$ cat src/rtl/intc_vectored.sv
// Vectored interrupt controller: N_SRC sources, fixed priority (0 highest), intr/inta handshake.
// Define INTC_NEST_EN for a STACK_DEPTH-deep in-service stack with preemption; otherwise one slot.
module intc_vectored #(
    parameter int          N_SRC       = 8,
    parameter int          STACK_DEPTH = 4,
    parameter logic [31:0] VEC_BASE    = 32'h0000_0020,
    parameter int          VEC_SHIFT   = 3
) (
    input  logic             Clk,
    input  logic             Clrn,
    input  logic [N_SRC-1:0] irq_in,
    input  logic             inta,
    input  logic             eret,
    input  logic             wen,
    input  logic [1:0]       addr,
    input  logic [31:0]      wdata,
    output logic [31:0]      rdata,
    output logic             intr,
    output logic [4:0]       vec_id,
    output logic [31:0]      vec_addr
);
`ifdef INTC_NEST_EN
    localparam int DEPTH = STACK_DEPTH;
`else
    localparam int DEPTH = 1;
    localparam int unused_depth = STACK_DEPTH;
`endif
    localparam int SPW = $clog2(DEPTH + 1);

    typedef logic [N_SRC-1:0] vec_t;
    typedef enum logic {IDLE, REQ} state_t;

    state_t     state_q, state_d;
    vec_t       enable_q, mode_q, pending_q, prev_q, pending_d, inservice;
    vec_t       w1c, ack_clr, sel_mask;
    logic [4:0] stk_q [DEPTH];
    logic [SPW-1:0] sp_q;
    logic [4:0] cand_id, top_id;
    logic       cand_vld, eligible, held, ack, pop, load;
    logic       unused_wdata;

    assign unused_wdata = ^wdata;

    // Lowest-index enabled pending source wins.
    always_comb begin
        cand_vld = 1'b0;
        cand_id  = '0;
        for (int i = N_SRC - 1; i >= 0; i--) begin
            if (pending_q[i] & enable_q[i]) begin
                cand_vld = 1'b1;
                cand_id  = 5'(i);
            end
        end
    end

    always_comb begin
        top_id    = '0;
        inservice = '0;
        for (int i = 0; i < DEPTH; i++) begin
            if (i == int'(sp_q) - 1) top_id = stk_q[i];
            if (i < int'(sp_q))      inservice = inservice | (vec_t'(1) << stk_q[i]);
        end
    end

    // With a single slot, "not full" already implies an empty stack, so no preemption.
    assign eligible = cand_vld && (sp_q == '0 || cand_id < top_id) && (sp_q != SPW'(DEPTH));
    assign sel_mask = vec_t'(1) << vec_id;
    assign held     = |(pending_q & enable_q & sel_mask);
    assign ack      = (state_q == REQ) && inta;
    assign pop      = eret && (sp_q != '0);

    always_comb begin
        state_d = state_q;
        load    = 1'b0;
        case (state_q)
            IDLE: if (eligible) begin
                state_d = REQ;
                load    = 1'b1;
            end
            REQ:  if (inta || !held) state_d = IDLE;
            default: state_d = IDLE;
        endcase
    end

    // Edge sources: a fresh rising edge beats any clear in the same cycle.
    assign w1c       = (wen && addr == 2'd2) ? wdata[N_SRC-1:0] : '0;
    assign ack_clr   = ack ? sel_mask : '0;
    assign pending_d = (mode_q & ((pending_q & ~w1c & ~ack_clr) | (irq_in & ~prev_q)))
                     | (~mode_q & irq_in);

    always_ff @(posedge Clk or negedge Clrn) begin
        if (!Clrn) begin
            state_q   <= IDLE;
            intr      <= 1'b0;
            vec_id    <= '0;
            vec_addr  <= VEC_BASE;
            enable_q  <= '0;
            mode_q    <= '0;
            pending_q <= '0;
            prev_q    <= '0;
        end else begin
            state_q   <= state_d;
            intr      <= (state_d == REQ);
            if (load) begin
                vec_id   <= cand_id;
                vec_addr <= VEC_BASE + (32'(cand_id) << VEC_SHIFT);
            end
            if (wen && addr == 2'd0) enable_q <= wdata[N_SRC-1:0];
            if (wen && addr == 2'd1) mode_q   <= wdata[N_SRC-1:0];
            pending_q <= pending_d;
            prev_q    <= irq_in;
        end
    end

    // Pop then push: a simultaneous inta/eret overwrites the top entry.
    always_ff @(posedge Clk or negedge Clrn) begin
        if (!Clrn) begin
            sp_q <= '0;
            for (int i = 0; i < DEPTH; i++) stk_q[i] <= '0;
        end else begin
            sp_q <= SPW'(int'(sp_q) - int'(pop) + int'(ack));
            for (int i = 0; i < DEPTH; i++) begin
                if (ack && i == int'(sp_q) - int'(pop)) stk_q[i] <= vec_id;
            end
        end
    end

    always_comb begin
        case (addr)
            2'd0:    rdata = 32'(enable_q);
            2'd1:    rdata = 32'(mode_q);
            2'd2:    rdata = 32'(pending_q);
            default: rdata = 32'(inservice);
        endcase
    end
endmodule
$ cat config.mk
export PLATFORM = sky130hd
export DESIGN_NAME = intc_vectored
export DESIGN_NICKNAME = d
export VERILOG_FILES = /design/src/rtl/intc_vectored.sv
export SDC_FILE = /design/constraint.sdc
export NUM_CORES = 1
export LEC_CHECK = 0
export CORE_MARGIN = 2
export CORE_UTILIZATION = 44
export DETAILED_ROUTE_END_ITERATION = 7
export PLACE_DENSITY = 0.93
export SLEW_MARGIN = 30
export SYNTH_ARGS = -nofsm -noshare
export SYNTH_HDL_FRONTEND = slang
export SYNTH_SLANG_ARGS = --single-unit
$ cat constraint.sdc
create_clock -name Clk -period 3.6 [get_ports Clk]
set_input_delay 1.08 -clock Clk [delete_from_list [all_inputs] [get_ports Clk]]
set_output_delay 1.08 -clock Clk [all_outputs]
set_load 0.005 [all_outputs]
# After elaboration in Yosys (flattened, before gate mapping)
# Cells that the tools add are included.
[word_totals]
inputBits = 47
regBits = 76
[op_classes]
n_eq_ne = 2
n_reduce_logical = 15
order_cmp = 2
shifts = 2
mux = 25
addsub = 4
bitwise = 23
[ops]
columns = ["op", "n"]
rows = [
  ["$logic_not A32 Y1", 2],
  ["$and A8 B8 Y8", 7],
  ["$not A8 Y8", 4],
  ["$mux W8", 3],
  ["$pmux W8 S3", 1],
  ["$mux W5", 4],
  ["$or A8 B8 Y8", 2],
  ["$shl A1 B5 Y8 const A", 2],
  ["$mux W3", 5],
  ["$mux W1", 11],
  ["$add A6 B8 Y9 const A", 1],
  ["$and A1 B1 Y1", 8],
  ["$logic_and A1 B1 Y1", 8],
  ["$reduce_or A8 Y1", 1],
  ["$lt A5 B5 Y1", 1],
  ["$eq A2 B1 Y1 const B", 1],
  ["$eq A2 B2 Y1 const B", 1],
  ["$logic_not A2 Y1", 1],
  ["$logic_or A1 B1 Y1", 2],
  ["$not A1 Y1", 2],
  ["$pmux W1 S2", 1],
  ["$sub A1 B1 Y2", 1],
  ["$sub A1 B1 Y2 const B", 1],
  ["$add A1 B1 Y1", 1],
  ["2 further kinds", 2],
]

# Logic depth before layout (Yosys ltp)
[depth]
depth_word = 15
depth_mapped = 5
ltp_nobuf = 4

# Least setup slack after synthesis
# No wires, ideal clock.
[synth_path]
kind = "input to output"
start = "input addr[1]"
end = "output rdata[0]"
arrival_ns = 1.815
path_stages = 4
n_path_buf = 1
setup_slack_ns = 0.705
path_cell_list = "buf_2 mux2i_1 nor2_1 a221o_1"
[synth_between]
elab_chain_len = 2
elab_cells_between_ends = 4
cone_classes = "2 x eq/ne; 1 x mux; 1 x reduce/logical"
[synth_lines]
columns = ["item", "line", "source"]
rows = [
  ["start: declaration", "15", "input logic [1:0] addr,"],
  ["$eq A2 B2 Y1 (tied with other cells)", "129", "case (addr)"],
  ["$pmux W8 S3 *", "129", ""],
  ["end: declaration", "17", "output logic [31:0] rdata,"],
]
# Mark *: on every way between the ends. The rest lies on a longest branch, timed or not.

# Final worst setup path
# Ends and elaborated chain as after synthesis.

==> impl_metrics.tcl <==
set metrics [dict create \
    antenna_violating_nets_post_route 0 \
    grt_start_max_net_pins 42 \
    synthToLayoutAreaGrowth_pct 17.1 \
    clkSinkCount 41 \
    drt_pass1_iterations 4 \
    ys.warnings.count 0 \
    antenna_violations_before_repair 0 \
    critPathMaxFanout 4 \
    pwr_density_cell_nw_per_um2 544 \
    final.fill_count 492 \
    vias 1822 \
    grt_pass1_wl_um 8240 \
    first_drt_iteration_drcs 116 \
    synth_area_um2 2450 \
    critical_path_class "in2out" \
    die_width_um 78.6 \
    routedWlPerCell_um 14.3 \
    first_global_vias 1707 \
    cp.required_ns 2.52 \
    initial_utilization_pct 45.0 \
    core-area_um2 5440 \
    layout_worst_path_cycle_share_pct 98.4 \
    clock_tree.root_cell "sky130_fd_sc_hd__clkbuf_8" \
    final_wtd_congestion 0.950 \
    worstHoldPathCells 1 \
    vias_per_inst 5.09 \
    cts_max_level 2 \
    worst_r2r_path_depth 3 \
    globalRouteTotalUtil_pct 17.3 \
    std_cell_rows 27 \
    cts_tree "yes" \
    setup_viol 0 \
    crit_family "buffers and inverters" \
    max_slew_margin_pct 54.5 \
    start_kind "primary input" \
    place_hpwl_um 3900 \
    holdCritPathClass "reg2reg" \
    maxCapViolCount 0 \
    nets 333 \
    cts_buffers 5 \
    worstReg2RegEnd "state_q" \
    wirelength_um 5130 \
    worst-endpoint-arrival_ns 2.46 \
    drc_markers 0 \
    post_route_cells_drive_above_1_share_pct 11.5 \
    portBuffers 38 \
    critical_path.reg2reg.startpoint "vec_id[0]" \
    period_needed_ns 3.54 \
    synth_sequential_area_ratio_pct 42.0 \
    critical_path.n_buffers_inverters 3 \
    clkSlewWorstSetupHoldPaths_ns 0.07 \
    synth_register_bits 41 \
    min_from "vec_addr[5]" \
    unrepaired_setup_endpoints_after_global_routing "no" \
    holdPathEnd "vec_addr[5]" \
    insertedDiodeCount 0 \
    worst_pin_slew_ns 0.680 \
    post-route-util_pct 52.7 \
    worstSkewPairLatency_ns 0.29 \
    cellLeakagePower_nw 1.30 \
    final-hold-violation-count 0 \
    report.final.slew_viol_count 0 \
    post_synth.cell_area_avg_um2 10.5 \
    globalRoute.totalOverflow 0 \
    post_cts_hold_buffer_count 0 \
    crit_path_end_kind "output port" \
    crit_chain "clkdlybuf4s15_1, buf_6, mux2i_1, nor2_1, a221o_1, clkdlybuf4s50_1" \
    status "complete, no violations" \
    max_stage_delay_cell_worst_path "sky130_fd_sc_hd__clkdlybuf4s50_1" \
    irDropWorstVdd_mv 0.216 \
    critPathMaxStageDelay_ns 0.45 \
    die-area_um2 6170 \
    synth_cell_type_count 40 \
    syn-instance-count 234 \
    worst-r2r-setup-slack_ns 1.93 \
    highest_attainable_clock_frequency_ghz 0.282 \
    clock_skew_ns 0.00521 \
    tightest_hold_margin_ns 0.530 \
    die_height_um 78.6 \
    boundaryPins 117 \
    clockBufferDepth 2 \
]
[synthesized netlist by cell type]
cell type                  instances  share of area [%]
sky130_fd_sc_hd__mux2_2            2               0.92
sky130_fd_sc_hd__o211ai_1          1               0.31
sky130_fd_sc_hd__a221o_1           1               0.41
sky130_fd_sc_hd__mux2_1           19                8.7
sky130_fd_sc_hd__conb_1            1               0.15
sky130_fd_sc_hd__buf_4            57                 17
sky130_fd_sc_hd__nand3_1           5                1.0
sky130_fd_sc_hd__ha_1              1               0.51
sky130_fd_sc_hd__nor3b_2           1               0.51
sky130_fd_sc_hd__o21ai_0           1               0.20
sky130_fd_sc_hd__nand4_1           1               0.26
sky130_fd_sc_hd__nand3b_1          1               0.31
sky130_fd_sc_hd__clkbuf_1          1               0.15
sky130_fd_sc_hd__o221ai_1          4                1.4
sky130_fd_sc_hd__a32oi_1           5                1.8
sky130_fd_sc_hd__a21oi_1          10                2.0
sky130_fd_sc_hd__a32o_1            7                2.9
sky130_fd_sc_hd__dfrtp_1          40                 41
sky130_fd_sc_hd__a31oi_1           1               0.26
sky130_fd_sc_hd__mux4_2            1               0.92
sky130_fd_sc_hd__inv_1             4               0.61
sky130_fd_sc_hd__nand2b_1          3               0.77
sky130_fd_sc_hd__a22oi_1           3               0.92
sky130_fd_sc_hd__mux4_1            1                1.1
sky130_fd_sc_hd__buf_2             1               0.20
sky130_fd_sc_hd__o21ai_2           2               0.72
sky130_fd_sc_hd__nor2_1            9                1.4
sky130_fd_sc_hd__nor3_1            4               0.82
sky130_fd_sc_hd__buf_1             1               0.15
sky130_fd_sc_hd__or2b_2            1               0.36
sky130_fd_sc_hd__mux2i_1           8                3.3
sky130_fd_sc_hd__buf_6             1               0.46
sky130_fd_sc_hd__a32o_2            1               0.46
sky130_fd_sc_hd__nor2b_1           2               0.51
sky130_fd_sc_hd__dfstp_2           1                1.1
sky130_fd_sc_hd__and2_1            3               0.77
sky130_fd_sc_hd__a22o_1            1               0.36
sky130_fd_sc_hd__a21o_1            1               0.31
sky130_fd_sc_hd__o31ai_1           3               0.92
sky130_fd_sc_hd__nand2_1          24                3.7
[layout by cell type (no fill, tap or decap), types with 5 or more instances in the layout]
master                            netlist  layout
sky130_fd_sc_hd__nor2_1                 9       8
sky130_fd_sc_hd__buf_4                 57      13
sky130_fd_sc_hd__conb_1                 1      54
sky130_fd_sc_hd__a32o_1                 7       7
sky130_fd_sc_hd__clkdlybuf4s50_1        0      28
sky130_fd_sc_hd__mux2i_1                8       8
sky130_fd_sc_hd__nand2_1               24      24
sky130_fd_sc_hd__a21oi_1               10      10
sky130_fd_sc_hd__a32oi_1                5       5
sky130_fd_sc_hd__dlygate4sd2_1          0       6
sky130_fd_sc_hd__mux2_1                19      19
sky130_fd_sc_hd__dfrtp_1               40      40
sky130_fd_sc_hd__clkbuf_8               0       5
[report_power, final]
group / internal (mW) / switching (mW)
logic: 0.300 / 0.244
registers: 0.572 / 0.162
clock network: 0.138 / 0.145
total: 1.01 / 0.550
[flip-flops by register name, indices dropped and copies added (netlist names)]
register / cells
sp_q: 1
vec_id: 2
vec_addr: 2
prev_q: 8
stk_q: 3
enable_q: 8
pending_q: 8
state_q: 1
mode_q: 8
[metrics by stage]
stage	power, mW	setup slack [ns]	TNS (ns)	area [um2]	cells
floorplan	1.08	0.705	0	2650	287
finish	1.56	0.0570	0	2870	358
detailed placement	1.28	-0.305	-2.21	2740	346
CTS	1.56	0.00266	0	2850	358
global route	1.67	0.0210	0	2870	358
global placement	1.25	-0.277	-1.94	2740	346
[per-layer routing]
layer | track usage (%) | up-vias | part of all wire, %
li1 | - | 832 | -
met1 | 22.0 | 878 | 41
met2 | 28.5 | 102 | 48
met3 | 3.91 | 10 | 8.3
met4 | 6.84 | 0 | 1.9
met5 | 0 | - | 0
[cell families after synthesis]
group                    synth area share (%)
AO/OA/AOI/OAI                            13.0
adder cells (fa/ha/maj)                 0.511
buffers and inverters                    19.1
flip-flops                               42.0
multiplexers                             14.9
other                                   0.153
AND/OR/NAND/NOR                          10.4
[worst max path at each step]
stage          slack [ns]       end  cells after the start     from
2_1_floorplan        0.70  rdata[0]                      4  addr[1]
6_report             0.06  rdata[0]                      6  addr[1]
4_1_cts             0.003  rdata[7]                      6  addr[1]
3_5_place_dp        -0.31  rdata[4]                      6  addr[0]
5_1_grt              0.02  rdata[0]                      6  addr[1]
3_3_place_gp        -0.28  rdata[4]                      6  addr[0]
[repair_timing]
action | in CTS | in global routing
endpoints found under the setup margin | 8 | 2
pin swaps | 2 | 1
gates cloned | 1 | 0
gates resized for setup | 13 | 5
setup buffers | 3 | 0
[layout make-up]
class                   instances  area, um2  share of cell area, %
flip-flops and latches         41       1030                   35.9
multi-input cells             181       1170                   40.7
repair buffers                 52        485                   16.9
inverters                       4       15.0                  0.524
well taps                      72       90.1                   3.14
clock buffers                   8       80.1                   2.79
No activity file was read; power rests on OpenSTA's default activity.
